## config.mk

```make
export PLATFORM = sky130hd
export DESIGN_NAME = vram_tile_injector
export DESIGN_NICKNAME = d
export VERILOG_FILES = /design/src/rtl/vram_inj_pkg.sv /design/src/rtl/tile_byte_buffer.sv /design/src/rtl/vram_tile_injector.sv
export SDC_FILE = /design/constraint.sdc
export NUM_CORES = 1
export LEC_CHECK = 0
export CORE_MARGIN = 1
export CORE_UTILIZATION = 45
export DETAILED_ROUTE_END_ITERATION = 6
export HOLD_SLACK_MARGIN = 0.1
export PLACE_DENSITY = 0.7
export SLEW_MARGIN = 15
export SYNTH_ARGS = -nofsm -noshare
export SYNTH_HDL_FRONTEND = slang
export SYNTH_HIERARCHICAL = 1
export SYNTH_SLANG_ARGS = --single-unit
```

## constraint.sdc

```tcl
create_clock -name clk -period 4.8 [get_ports clk]
set_input_delay 1.2 -clock clk [delete_from_list [all_inputs] [get_ports clk]]
set_output_delay 1.2 -clock clk [all_outputs]
set_load 0.02 [all_outputs]
```

## src/rtl/vram_inj_pkg.sv

```systemverilog
// Shared types and Game Boy tile-data constants for the VRAM tile injector.
package vram_inj_pkg;

  typedef enum logic [2:0] {
    IDLE,
    LOAD,
    DRAIN,
    WRITE,
    DONE
  } vram_inj_state_t;

  localparam int          GB_TILE_BYTES     = 16;
  localparam int          GB_TILE_COUNT     = 384;
  localparam logic [12:0] GB_TILE_DATA_END  = 13'h17FF;

endpackage

```

## src/rtl/tile_byte_buffer.sv

```systemverilog
// 16x8 tile staging buffer with a fill counter and an indexed read mux.
module tile_byte_buffer
  import vram_inj_pkg::*;
(
  input  logic       clk,
  input  logic       rst_n,
  input  logic       clear,
  input  logic       wr_en,
  input  logic [7:0] wr_data,
  input  logic [3:0] rd_idx,
  output logic [3:0] byte_cnt,
  output logic [7:0] rd_data
);

  logic [7:0] mem [GB_TILE_BYTES];

  always_ff @(posedge clk or negedge rst_n) begin
    if (!rst_n) begin
      byte_cnt <= '0;
      for (int i = 0; i < GB_TILE_BYTES; i++) mem[i] <= '0;
    end else if (clear) begin
      byte_cnt <= '0;
    end else if (wr_en) begin
      mem[byte_cnt] <= wr_data;
      byte_cnt      <= byte_cnt + 4'd1;
    end
  end

  assign rd_data = mem[rd_idx];

endmodule

```

## src/rtl/vram_tile_injector.sv

```systemverilog
// Buffers one translated 2bpp tile and stamps it into GB VRAM tile data in free bus slots.
// Optional: define VRAM_INJ_COLLISION_RESTART_EN to restart the tile when the CPU writes into it.
module vram_tile_injector
  import vram_inj_pkg::*;
#(
  parameter int          TILE_SIZE_BYTES = GB_TILE_BYTES,
  parameter logic [12:0] VRAM_TILE_START = 13'h0000,
  parameter logic [12:0] VRAM_TILE_END   = GB_TILE_DATA_END
) (
  input  logic        clk,
  input  logic        rst_n,
  input  logic        cfg_enable,
  input  logic        req_valid,
  output logic        req_ready,
  input  logic [8:0]  req_tile_index,
  input  logic        src_valid,
  output logic        src_ready,
  input  logic [7:0]  src_data,
  input  logic        src_last,
  input  logic        vram_access_ok,
  input  logic        cpu_vram_we,
  input  logic [12:0] cpu_vram_addr,
  output logic        inj_vram_we,
  output logic [12:0] inj_vram_addr,
  output logic [7:0]  inj_vram_wdata,
  output logic        inj_busy,
  output logic        inj_done,
  output logic        inj_error
);

  // Tile window size can never exceed the hardware tile count.
  localparam int TILE_SPAN =
    (int'(VRAM_TILE_END) - int'(VRAM_TILE_START) + 1) / TILE_SIZE_BYTES;
  localparam int TILE_LIMIT = (TILE_SPAN < GB_TILE_COUNT) ? TILE_SPAN : GB_TILE_COUNT;
  localparam logic [9:0] TILE_LIMIT_W = 10'(TILE_LIMIT);

  vram_inj_state_t state, next_state;
  logic [8:0]  tile;
  logic [3:0]  wr_idx;
  logic [3:0]  byte_cnt;
  logic [7:0]  rd_data;
  logic [12:0] tile_base;
  logic        grant, restart;
  logic        tile_load, cnt_clear, buf_we, wr_clear, wr_inc, error_set;

  tile_byte_buffer u_buffer (
    .clk      (clk),
    .rst_n    (rst_n),
    .clear    (cnt_clear),
    .wr_en    (buf_we),
    .wr_data  (src_data),
    .rd_idx   (wr_idx),
    .byte_cnt (byte_cnt),
    .rd_data  (rd_data)
  );

  assign tile_base = VRAM_TILE_START + {tile, 4'b0000};
  assign grant     = vram_access_ok && !cpu_vram_we;

`ifdef VRAM_INJ_COLLISION_RESTART_EN
  logic [12:0] cpu_offset;
  assign cpu_offset = cpu_vram_addr - tile_base;
  assign restart    = cpu_vram_we && (cpu_offset[12:4] == 9'd0);
`else
  logic unused_cpu_addr;
  assign unused_cpu_addr = ^cpu_vram_addr;
  assign restart         = 1'b0;
`endif

  always_ff @(posedge clk or negedge rst_n) begin
    if (!rst_n) begin
      state     <= IDLE;
      tile      <= '0;
      wr_idx    <= '0;
      inj_error <= 1'b0;
    end else begin
      state     <= next_state;
      inj_error <= error_set;
      if (tile_load) tile <= req_tile_index;
      if (wr_clear)    wr_idx <= '0;
      else if (wr_inc) wr_idx <= wr_idx + 4'd1;
    end
  end

  always_comb begin
    next_state     = state;
    req_ready      = 1'b0;
    src_ready      = 1'b0;
    tile_load      = 1'b0;
    cnt_clear      = 1'b0;
    buf_we         = 1'b0;
    wr_clear       = 1'b0;
    wr_inc         = 1'b0;
    error_set      = 1'b0;
    inj_vram_we    = 1'b0;
    inj_vram_addr  = '0;
    inj_vram_wdata = '0;

    unique case (state)
      IDLE: begin
        req_ready = cfg_enable;
        if (cfg_enable && req_valid) begin
          tile_load = 1'b1;
          cnt_clear = 1'b1;
          if ({1'b0, req_tile_index} < TILE_LIMIT_W) next_state = LOAD;
          else                                       error_set  = 1'b1;
        end
      end
      LOAD: begin
        src_ready = 1'b1;
        if (src_valid) begin
          buf_we = 1'b1;
          if (byte_cnt == 4'd15) begin
            if (src_last) begin
              next_state = WRITE;
              wr_clear   = 1'b1;
            end else begin
              next_state = DRAIN;
              error_set  = 1'b1;
            end
          end else if (src_last) begin
            next_state = IDLE;
            error_set  = 1'b1;
          end
        end
      end
      DRAIN: begin
        src_ready = 1'b1;
        if (src_valid && src_last) next_state = IDLE;
      end
      WRITE: begin
        inj_vram_we = grant;
        if (grant) begin
          inj_vram_addr  = tile_base + {9'd0, wr_idx};
          inj_vram_wdata = rd_data;
        end
        // A collision rewind outranks completing the final byte.
        if (restart) begin
          wr_clear = 1'b1;
        end else if (grant) begin
          if (wr_idx == 4'd15) next_state = DONE;
          else                 wr_inc     = 1'b1;
        end
      end
      DONE: next_state = IDLE;
      default: next_state = IDLE;
    endcase

    if (!cfg_enable && state != IDLE) begin
      next_state = IDLE;
      error_set  = 1'b0;
      buf_we     = 1'b0;
      wr_clear   = 1'b0;
      wr_inc     = 1'b0;
    end
  end

  assign inj_busy = (state != IDLE);
  assign inj_done = (state == DONE) && cfg_enable;

endmodule
```

==> metrics, run 1 <==
core area 0.0158 mm²; PnR worst setup slack 0.432 ns; largest cells by area after synthesis dfrtp_1 51%, mux2_2 19%, mux4_1 5.8%; Hold WC Path Type register to register; Post-CTS Setup Bufs 0; CTS tree done; Post-Synthesis Cells 487; FF-to-FF setup slack 2.06 ns; Seq/Total Area, Yosys 51.2%; f_max 229 MHz; gr usage total 20.3%; share of cells above drive strength 1 39.5%; Worst-path clk slew 0.06 ns; Clock Tree Buf Depth 2; #FFs+latches synth 149; area delta synth->final 17.0%; vias per inst 5.57; CP startpoint kind primary input; RSZ-0062 raised after global routing false; period utilization 91.0%; # resized after CTS 0; met1 Usage GRT 25.9%; Root Buffer clkbuf_16; Slew @ Worst Pin 0.976 ns; FILL cells 1298; cell mode on critical path clkdlybuf4s50_1; outcome completed; worst-path cell chain clkdlybuf4s50_1 > nand3b_2 > nor3_2 > buf_4 > and2_1 > clkdlybuf4s50_1; Post-Layout Inst Area 0.00852 mm²; setup TNS 0 ns; most frequent cells in the layout 148 x dfrtp_1, 122 x mux2_2, 50 x clkdlybuf4s50_1; Final Hold Fails 0; Sink Count 149; GRT Max-Usage Layer met2; Vias 4263; # diodes 0; # DRC 0; Yosys top cell area share 51.2%; Crit. End Element primary output; largest stage delay on the critical path 0.62 ns; max-slew violations 0; Crit Path Max Fanout 22; Die Height 129 µm; Placed Area 0.00794 mm²; die area 0.0167 mm²; first-pass GRT wire length 25.0 mm; PD cells 413 mW/mm²; 1st-pass router iterations 4; Gate power share 18.1%; CP top delay family buffers and inverters; Nets 579; Arr. time, crit path 3.17 ns; Max Clock Skew 0.00871 ns; Clk pwr share 36.3%; Clk Latency, worst-skew pair 0.42 ns; sw power 922 µW; Net Sw Frac 26.2%; CTS Buf Count 17; Worst Path Required 3.60 ns; Flop pwr share 45.6%; Synth cell types 52; WS Path Type primary input to primary output; Net Count, Synth 530; CTS HTree Levels 4; initial core utilization 46.0%; max-cap violations 0; Iter 0 DRT Violations 209; IO buf count 51; Post-CTS Hold Buffers 0; post-synth top area cell dfrtp_1; grt total ovfl 0; Int Power 2.60 mW; RePlAce Congestion 0.782; drt wl/cell 20.2 µm; total power 3.52 mW; normalized max-slew margin 34.9%; most common cell after layout, fill and taps aside dfrtp_1; WL final 15.5 mm; initial antenna violation count 0; Max rail drop VDD 0.272 mV; met3 Use GR 4.91%; yosys warns 6; largest net degree at the start of global routing 109; Final setup viols 0; Lkg Pwr 3.98 nW; Placement Setup Slack 0.440 ns; post-detail-place hpwl 10.1 mm; Avg Synthesized Cell Area 15.0 µm²; Worst Path Buf+Inv 3; met2 usage 33.8%; Worst path slowest cell clkdlybuf4s50_1; # rows 46; # IOs 65; minimum clock period 4.37 ns; chip width 129 µm; vias in the first global route 4624; Detail Route Antenna Nets 0; synthesized area 0.00728 mm²
-- worst reg2reg max path, delay by kind of cell (launching register included) --
kind             cells  cell delay (ns)
DFF                  1             0.57
muxes                1             0.41
and+or+nand+nor      4             1.65
-- Yosys cell counts, drive strengths merged --
cell,count
dfrtp,149
mux2,138
mux4,32
nand2,27
and2,25
buf,17
a22oi,16
nor2,13
clkbuf,10
inv,6
xnor2,6
ha,5
nor3,4
and3,3
and4bb,3
clkdlybuf4s25,3
nand3b,3
a21oi,2
and3b,2
mux2i,2
nand4,2
nor3b,2
nor4b,2
o21ai,2
xor2,2
a211o,1
and2b,1
and4,1
and4b,1
nand3,1
nand4b,1
nor2b,1
nor4,1
o21a,1
o311ai,1
or2,1
-- power groups by stage --
stage	clock (mW)	combinational [mW]	sequential, mW
6_report	1.28	0.638	1.60
3_5_place_dp	0	0.640	1.62
3_3_place_gp	0	0.615	1.60
2_1_floorplan	0	0.504	1.57
5_1_grt	1.36	0.693	1.63
4_1_cts	1.31	0.645	1.60
-- kinds of logic (layout without fill, tap and decap cells) --
logic type / count (synthesis) / after routing / share of synthesized area (%)
multiplexers: 172 / 172 / 32.8
flip-flops: 149 / 149 / 51.2
AND/OR/NAND/NOR: 94 / 94 / 8.68
buffers and inverters: 36 / 98 / 3.09
AO/OA/AOI/OAI: 23 / 23 / 2.37
XOR/XNOR: 8 / 8 / 0.962
adder cells (fa/ha/maj): 5 / 5 / 0.859
-- worst paths after layout --
path	start	to	cells after the start
max	cpu_vram_we	inj_vram_wdata[3]	6
min	u_buffer/mem[114]	u_buffer/mem[114]	1
max reg2reg	state[0]	u_buffer/mem[51]	5
min reg2reg	u_buffer/mem[114]	u_buffer/mem[114]	1
max in group asynchronous	rst_n	u_buffer/mem[90]	2
min in group asynchronous	rst_n	inj_error	1
-- sequential cells by signal, summed over array words and instances, names as in the netlist --
name               cells
state                  3
tile                   9
u_buffer/mem         128
u_buffer/byte_cnt      4
inj_error              1
wr_idx                 4
-- per-layer routing --
layer / routed length (µm) / up-vias / share of wire, %
li1: - / 1899 / -
met1: 6970 / 2253 / 45
met2: 7570 / 95 / 49
met3: 690 / 16 / 4.5
met4: 232 / 0 / 1.5
met5: 0 / - / 0
-- metrics by stage --
| stage | util (%) | cells | hold WS [ns] |
|---|---|---|---|
| 2_1_floorplan | - | 487 | 0.449 |
| 3_3_place_gp | 50.2 | 733 | 0.460 |
| 3_5_place_dp | 50.2 | 733 | 0.468 |
| 4_1_cts | 53.8 | 765 | 0.481 |
| 5_1_grt | 53.8 | 765 | 0.499 |
| 6_report | 53.8 | 765 | 0.474 |
-- layout make-up --
class / count / area, µm² / area share [%]
Multi-Input combinational cell: 302 / 3330 / 39.1
Timing Repair Buffer: 60 / 592 / 6.95
Clock inverter: 13 / 124 / 1.45
Tap cell: 216 / 270 / 3.17
Clock buffer: 19 / 453 / 5.32
Inverter: 6 / 22.5 / 0.264
Sequential cell: 149 / 3730 / 43.8
Note: power is estimated with default switching activity, not from simulation.
==> inputs of run 2 (changes only) <==
- PLACE_DENSITY: 0.7 -> not set
- PLACE_DENSITY_LB_ADDON: not set -> 0.3
- TNS_END_PERCENT: not set -> 20
==> run 2 against run 1 <==
  * Combinational power increased by 2%
  * Sequential share of layout area increased by 0.10 points
  * Largest power group unchanged
  * Global-route usage increased by 0.11 points
  * Final cell count decreased by 0.13%
==> metrics, run 2 (synthesis results as in run 1) <==
WL final 15.5 mm; max-slew violations 0; most common cell after layout, fill and taps aside dfrtp_1; period utilization 92.4%; max reg flops 128; # rows 46; drt wl/cell 20.2 µm; Clock Tree Buf Depth 2; Hold WC Path Type register to register; CP top delay family buffers and inverters; Iter 0 DRT Violations 232; initial antenna violation count 0; 1st-pass router iterations 5; post-detail-place hpwl 9.93 mm; WS Path Type register to primary output; outcome completed; Final Hold Fails 0; # IOs 65; gr usage total 20.4%; vias in the first global route 4644; Worst R2R Path Depth 5; first-pass GRT wire length 24.8 mm; die area 0.0167 mm²; worst-path cell chain buf_4 > mux4_1 > a22oi_1 > nand2_1 > and2_1 > clkdlybuf4s50_1; f_max 225 MHz; top flop regs u_buffer/mem: 128 flops, tile: 9 flops; PD cells 415 mW/mm²; max-cap violations 0; share of cells above drive strength 1 39.4%; Sink Count 149; CP startpoint kind register; Post-CTS Setup Bufs 0; hold_ws 0.480 ns; normalized max-slew margin 37.7%; Clk Latency, worst-skew pair 0.42 ns; Crit. End Element primary output; CTS Buf Count 17; Hold Path Stages 1; Worst path slowest cell dfrtp_2; CTS tree done; Final setup viols 0; Worst path depth 6; setup TNS 0 ns; Nets 578; RSZ-0062 raised after global routing false; minimum clock period 4.44 ns; Detail Route Antenna Nets 0; core area 0.0158 mm²; initial core utilization 46.0%; Reg with most FFs u_buffer/mem; grt total ovfl 0; Worst-path clk slew 0.06 ns; RePlAce Congestion 0.773; Max rail drop VDD 0.259 mV; total power 3.53 mW; chip width 129 µm; vias per inst 5.55; most frequent cells in the layout 148 x dfrtp_1, 122 x mux2_2, 50 x clkdlybuf4s50_1; # resized after CTS 0; # DRC 0; Slew @ Worst Pin 0.932 ns; Post-CTS Hold Buffers 0; Vias 4237; Root Buffer clkbuf_16; Worst Path Required 3.60 ns; Die Height 129 µm; IO buf count 51; Arr. time, crit path 3.24 ns; # diodes 0; Max Clock Skew 0.00899 ns; Crit Path Max Fanout 20; area delta synth->final 16.7%; CTS HTree Levels 4; largest net degree at the start of global routing 91; FILL cells 1280; largest stage delay on the critical path 0.75 ns; Lkg Pwr 3.99 nW; Worst Path Buf+Inv 2
==> run 2: final timing paths <==
| check | startpoint | to | slack [ns] |
|---|---|---|---|
| hold / removal | tile[6] | tile[6] | 0.48 |
| min in group asynchronous | rst_n | state[0] | 0.86 |
| hold reg to reg | tile[6] | tile[6] | 0.48 |
| max in group asynchronous | rst_n | u_buffer/mem[98] | 2.99 |
| setup / recovery | wr_idx[0] | inj_vram_wdata[4] | 0.36 |
| setup reg to reg | state[1] | u_buffer/mem[82] | 2.31 |
==> run 2: final cells by class <==
type                       count  area (µm²)  share of cell area, %
multi-input combinational    302        3330                   39.2
tap                          216         270                   3.18
clock buffer                  19         453                   5.33
timing repair buffer          59         572                   6.73
clock inverter                13         124                   1.46
inverter                       6        22.5                  0.265
sequential                   149        3730                   43.9
==> run 2: per-layer routing <==
layer	vias to the layer above	part of all wire, %	track usage (%)
met4	0	2.0	7.34
met1	2192	43	25.2
met5	-	0	0
met3	23	5.4	5.95
li1	1903	-	-
met2	119	49	34.1
==> run 2: per-stage QoR <==
stage               utilization, %  worst slack, ns  cells  area [µm²]
global placement              50.1            0.498    732        7920
global route                  53.7            0.199    764        8500
detailed placement            50.1            0.494    732        7920
finish                        53.7            0.363    764        8500
CTS                           53.7            0.311    764        8500
floorplan                        -             1.49    487        7280
==> run 2: report_power, final <==
| part | switching (mW) | internal, mW | leakage, nW |
|---|---|---|---|
| combinational | 0.272 | 0.376 | 1.69 |
| clock | 0.528 | 0.747 | 0.282 |
| sequential | 0.128 | 1.48 | 2.02 |
| total | 0.929 | 2.60 | 3.99 |
==> inputs of run 3 (changes only) <==
--- a/config.mk
+++ b/config.mk
@@ -12,3 +12,3 @@
 export PLACE_DENSITY_LB_ADDON = 0.3
-export SLEW_MARGIN = 15
+export SLEW_MARGIN = 30
 export SYNTH_ARGS = -nofsm -noshare
--- a/constraint.sdc
+++ b/constraint.sdc
@@ -3,2 +3,2 @@
 set_output_delay 1.2 -clock clk [all_outputs]
-set_load 0.02 [all_outputs]
+set_load 0.1 [all_outputs]
==> run 3 against run 2 <==
  * Setup slack better by 0.24 ns
  * Total power up 4.1%
  * Register-to-register slack worse by 0.04 ns
  * Count of clock-buffer cells in the layout increased by 3
  * Final cell count fell by 0.13%
  * Critical path type unchanged
  * Largest cell class unchanged
==> metrics, run 3 (synthesis results as in run 1) <==
chip width 129 µm; Clk pwr share 36.8%; outcome completed; Worst R2R Start state[1]; die area 0.0167 mm²; total power 3.67 mW; Clock Tree Buf Depth 2; Vias 4228; Crit Path Max Fanout 25; Lkg Pwr 4.11 nW; Post-CTS Hold Buffers 0; RePlAce Congestion 0.745; CTS tree done; grt total ovfl 0; Worst Hold End tile[6]; sw power 956 µW; FF-to-FF setup slack 2.27 ns; Post-Layout Inst Area 0.00876 mm²; Worst Path Required 3.60 ns; FILL cells 1276; minimum clock period 4.20 ns; Slew @ Worst Pin 0.961 ns; Final setup viols 0; area of the multi-input gates 0.00333 mm²; initial antenna violation count 0; # rows 46; Die Height 129 µm; Placement Setup Slack 0.836 ns; Placed Area 0.00815 mm²; PnR worst setup slack 0.598 ns; Max rail drop VDD 0.288 mV; Post-CTS Setup Bufs 0; Crit. End Element primary output; # DRC 0; CTS Buf Count 17; top flop regs u_buffer/mem: 128 flops, tile: 9 flops; drt wl/cell 20.0 µm; Iter 0 DRT Violations 154; # IOs 65; vias in the first global route 4591; WL final 15.3 mm; WS Path Type register to primary output; core area 0.0158 mm²; max-slew violations 0; normalized max-slew margin 35.7%; Hold WC Path Type register to register; PD cells 419 mW/mm²; Hold Path Origin tile[6]; first-pass GRT wire length 24.7 mm; Hold Path Stages 1; setup TNS 0 ns; fin util 55.4%; # resized after CTS 0; Sink Count 149; reg2reg end u_buffer/mem[82]; Int Power 2.72 mW; largest net degree at the start of global routing 101; dpl cells 732; max reg flops 128; Gate power share 19.5%; Worst R2R Path Depth 6; Detail Route Antenna Nets 0; CTS HTree Levels 4; Worst-path clk slew 0.06 ns; f_max 238 MHz; area delta synth->final 20.3%; max-cap violations 0; RSZ-0062 raised after global routing false; # diodes 0; Max Clock Skew 0.00585 ns; Flop pwr share 43.7%; period utilization 87.5%; initial core utilization 46.0%; Arr. time, crit path 3.00 ns; Clk Latency, worst-skew pair 0.42 ns; Net Sw Frac 26.0%; IO buf count 51; Nets 578; vias per inst 5.54; hold_ws 0.480 ns; gr usage total 20.3%; CP startpoint kind register; share of cells above drive strength 1 43.5%; 1st-pass router iterations 4; Final Hold Fails 0; Reg with most FFs u_buffer/mem; post-route insts no fill 763; post-detail-place hpwl 9.96 mm; most frequent cells in the layout 148 x dfrtp_1, 122 x mux2_2, 26 x clkdlybuf4s50_1; most common cell after layout, fill and taps aside dfrtp_1; register area 0.00373 mm²; Root Buffer clkbuf_16
run 3: per-layer routing:
layer | track usage, % | up-vias | wire, µm
met5 | 0 | - | 0
met4 | 8.79 | 0 | 420
met3 | 4.58 | 33 | 586
met2 | 33.1 | 102 | 7350
met1 | 26.2 | 2202 | 6950
li1 | - | 1891 | -
run 3: worst max-delay path by stage:
stage	from	endpoint	slack (ns)	cells after the start
after floorplan	cfg_enable	inj_done	0.33	2
after detailed placement	cpu_vram_we	inj_vram_addr[1]	0.84	6
after global placement	cpu_vram_we	inj_vram_wdata[1]	0.83	6
after CTS	wr_idx[0]	inj_vram_wdata[6]	0.51	7
final	wr_idx[0]	inj_vram_wdata[6]	0.60	7
after global routing	wr_idx[0]	inj_vram_wdata[6]	0.39	7
run 3: worst max-delay path, stage by stage (launching register included):
cell     delay [ns]
dfrtp_2        0.90
buf_4          0.35
buf_4          0.19
mux4_2         0.49
a22oi_1        0.24
nand2_1        0.07
and2_1         0.17
buf_12         0.17
run 3: area by class of cell:
cell class / count / area share (%)
clock buffer: 22 / 5.53
clock inverter: 9 / 1.43
inverter: 6 / 0.257
multi-input combinational: 302 / 38.0
sequential: 149 / 42.6
tap: 216 / 3.08
timing repair buffer: 59 / 9.15
run 3: power by group through the flow:
stage	Sequential, mW	Clock [mW]	Combinational, mW
after global placement	1.60	0	0.701
final	1.61	1.35	0.716
after CTS	1.60	1.38	0.725
after global routing	1.63	1.45	0.779
after floorplan	1.58	0	0.572
after detailed placement	1.63	0	0.722
==> RTL change 1: new RTL, flow settings as in run 1 <==
Build with the macro `VRAM_INJ_COLLISION_RESTART_EN` defined.
--- a/src/rtl/vram_tile_injector.sv
+++ b/src/rtl/vram_tile_injector.sv
@@ -1,5 +1,7 @@
 // Buffers one translated 2bpp tile and stamps it into GB VRAM tile data in free bus slots.
 // Optional: define VRAM_INJ_COLLISION_RESTART_EN to restart the tile when the CPU writes into it.
+`define VRAM_INJ_COLLISION_RESTART_EN
+
 module vram_tile_injector
   import vram_inj_pkg::*;
 #(
Function: same outputs for any inputs over 10 cycles, from zero or initial values and one cycle with rst_n low; that may be too few to reach the edited logic, so the function may still have changed.
==> RTL change 1 against run 1 <==
  * Combinational power down 35%
  * Sequential cell count unchanged
  * Sequential power down 14%
  * Cell area up 4.2%
  * Setup slack worse by 150 ps
  * Power down 14%
  * Synthesized area up 3.7%
  * Routed wire length up 6.9%
  * Largest power group unchanged
  * Highest routed layer unchanged
==> RTL change 1: results <==
yosys:
  synth_adder_area_share: 0.0249
  yosys-mux-area-fraction: 0.296
  synth.distinct_cells: 60
  netlist_instances: 564
min_path:
  min_from: "u_buffer/mem[9]"
global_route:
  groute.usage.overall: 0.205
  grt_pass1_vias: 5085
  grt_pass1_wl_um: 27200
  grt_max_degree: 70
  use_met1: 0.258
  use_met3: 0.0494
routing:
  wl_met2_um: 8200
  dr.pass1.iters: 6
  drt-total-wl_um: 16500
  wl_met1_um: 7390
  drt-initial-drc-count: 251
  vias_per_cell: 5.65
layout:
  stdcell_count: 846
  nets: 671
power:
  worst_ir_drop_vdd_uv: 252
  p_int_mw: 2.27
  combPwrFrac: 0.136
  leakagePower_nw: 4.13
place:
  port_buffers: 60
  dp.cells: 815
  dp.final_hpwl_um: 11100
setup_path:
  reg2reg_from: "state[1]"
  cp_max_fo: 15
sta:
  clock_skew_ps: 11.4
  hold_ws_ps: 499
  slew_headroom: 0.493
  fin_crit_ps: 4520
run_status:
  status: "complete, no violations"
==> RTL change 1: cell types whose count changed after synthesis, sizes merged, moves of 4 or more <==
| cell | change |
|---|---|
| nor2 | +13 |
| mux2 | -8 |
| o21ai | +13 |
| ha | +10 |
| nor4bb | +4 |
| nand2 | +14 |
| inv | +13 |
| nand3 | +5 |
| and2 | -7 |
==> RTL change 1: worst paths after layout <==
check / endpoint / cells after the start
hold reg to reg: u_buffer/mem[9] / 1
hold / removal: u_buffer/mem[9] / 1
setup / recovery: inj_vram_wdata[0] / 6
setup reg to reg: u_buffer/mem[23] / 5
max in group asynchronous: u_buffer/mem[51] / 2
min in group asynchronous: u_buffer/mem[86] / 1
==> RTL change 1: cell type report <==
class                   count  area, um^2
inverters                  19        75.1
fillers                  1361        7240
repair buffers             66         659
well taps                 216         270
clock inverters            10        96.3
flip-flops and latches    149        3730
clock buffers              21         460
multi-input cells         365        3580
==> RTL change 2: new RTL, config.mk and constraints of run 1 <==
Without the edit above. Make the reset (`rst_n`) synchronous in 2 clocked blocks.
--- a/src/rtl/tile_byte_buffer.sv
+++ b/src/rtl/tile_byte_buffer.sv
@@ -14,7 +14,7 @@
 
   logic [7:0] mem [GB_TILE_BYTES];
 
-  always_ff @(posedge clk or negedge rst_n) begin
+  always_ff @(posedge clk) begin
     if (!rst_n) begin
       byte_cnt <= '0;
       for (int i = 0; i < GB_TILE_BYTES; i++) mem[i] <= '0;
--- a/src/rtl/vram_tile_injector.sv
+++ b/src/rtl/vram_tile_injector.sv
@@ -67,7 +67,7 @@
   assign restart         = 1'b0;
 `endif
 
-  always_ff @(posedge clk or negedge rst_n) begin
+  always_ff @(posedge clk) begin
     if (!rst_n) begin
       state     <= IDLE;
       tile      <= '0;
Behaviour: differs if rst_n is asserted again (counterexample within 4 cycles, from zero or initial values and one cycle with rst_n low); with rst_n held inactive, the same outputs for 10 cycles.
==> RTL change 2 against run 1 <==
  * Synthesized cell count up 8.0%
  * Sequential cell count is the same
  * Critical path depth unchanged
  * Count of clock-buffer cells in the layout decreased by 2
  * Clock skew barely moved
  * Setup slack improved by 290 ps
  * Non-clock buffer count is 2 lower
  * Synthesized area decreased by 0.43%
  * Cell area up 0.12%
  * Routed wire length increased by 3.6%
  * First-iteration DRC count rose by 49%
  * Register-to-register slack better by 50 ps
  * Critical endpoint is now inj_vram_addr[9]
  * Highest routed layer unchanged
Power is not compared: it rests on default switching activity, and its combinational part moved more than twofold at a synthesized area within 25%.
==> RTL change 2: results <==
layout:
  layout.nonclk_buf_frac: 0.0675
  multiInputGateArea_um2: 2750
  n_all_buffers: 58
  seq_share: 0.500
  clkCellAreaFrac: 0.0763
  seq_cells: 149
  drive_gt1_frac: 0.115
setup_path:
  crit_end: "inj_vram_addr[9]"
  slowest_delay_ps: 600
  cp_max_fo: 13
  regToRegSetupSlack_ps: 2110
  reg2reg_from: "state[1]"
min_path:
  whs_path_depth: 2
  holdPathEnd: "tile[6]"
  min_from: "tile[6]"
yosys:
  synth.distinct_cells: 46
  syn-num-nets: 571
  yosysSeqAreaShare: 0.588
  synth_compound_area_frac: 0.0307
  synth_xor_area_frac: 0.00604
  synthTopCellsByCount: "and2_1, edfxtp_1, dfxtp_1"
  synthTopCellsByArea: "edfxtp_1, and2_1, dfxtp_1, mux4_2, mux4_1"
  postSynth.asyncResetShare: 0
  synth_adder_area_share: 0.0121
  yosys-mux-area-fraction: 0.122
global_route:
  use_met2: 0.347
  use_met1: 0.265
routing:
  wl_met1_um: 6640
  wl_met2_um: 8020
  wl_met3_um: 1200
run_status:
  status: "complete, no violations"
place:
  gp_congestion: 0.839
  dp.final_hpwl_um: 10500
sta:
  worstMarginPinSlew_ps: 704
-- RTL change 2: cell types whose count changed after synthesis, moves of 7 or more --
cell	run 1	this run
mux2_1	7	0
mux2_2	122	0
nand2b_1	0	19
clkbuf_1	10	19
and2_1	25	150
mux2i_1	2	11
dfxtp_1	0	21
edfxtp_1	0	128
dfrtp_1	149	0
mux2_4	9	0
nand2_2	12	0
and3_1	2	18
-- RTL change 2: stage by stage --
stage	std cells	hold slack [ps]	area, um^2	worst slack [ps]
after floorplan	526	452	7250	1620
after global placement	760	463	7880	716
after detailed placement	760	487	7880	720
after CTS	792	500	8530	710
after global routing	792	528	8530	596
final	792	491	8530	724
-- RTL change 2: worst max-delay path, delay by kind of cell --
kind	cells	cell delay, ps
buffers and inverters	3	1200
and+or+nand+nor	3	470
-- RTL change 2: logic make-up after synthesis --
logic type	count (synthesis)
and+or+nand+nor	246
AOI/OAI and AO/OA	30
xor gates and xnor gates	5
DFF	149
adders and majority gates	7
muxes	43
buffers and inverters	46
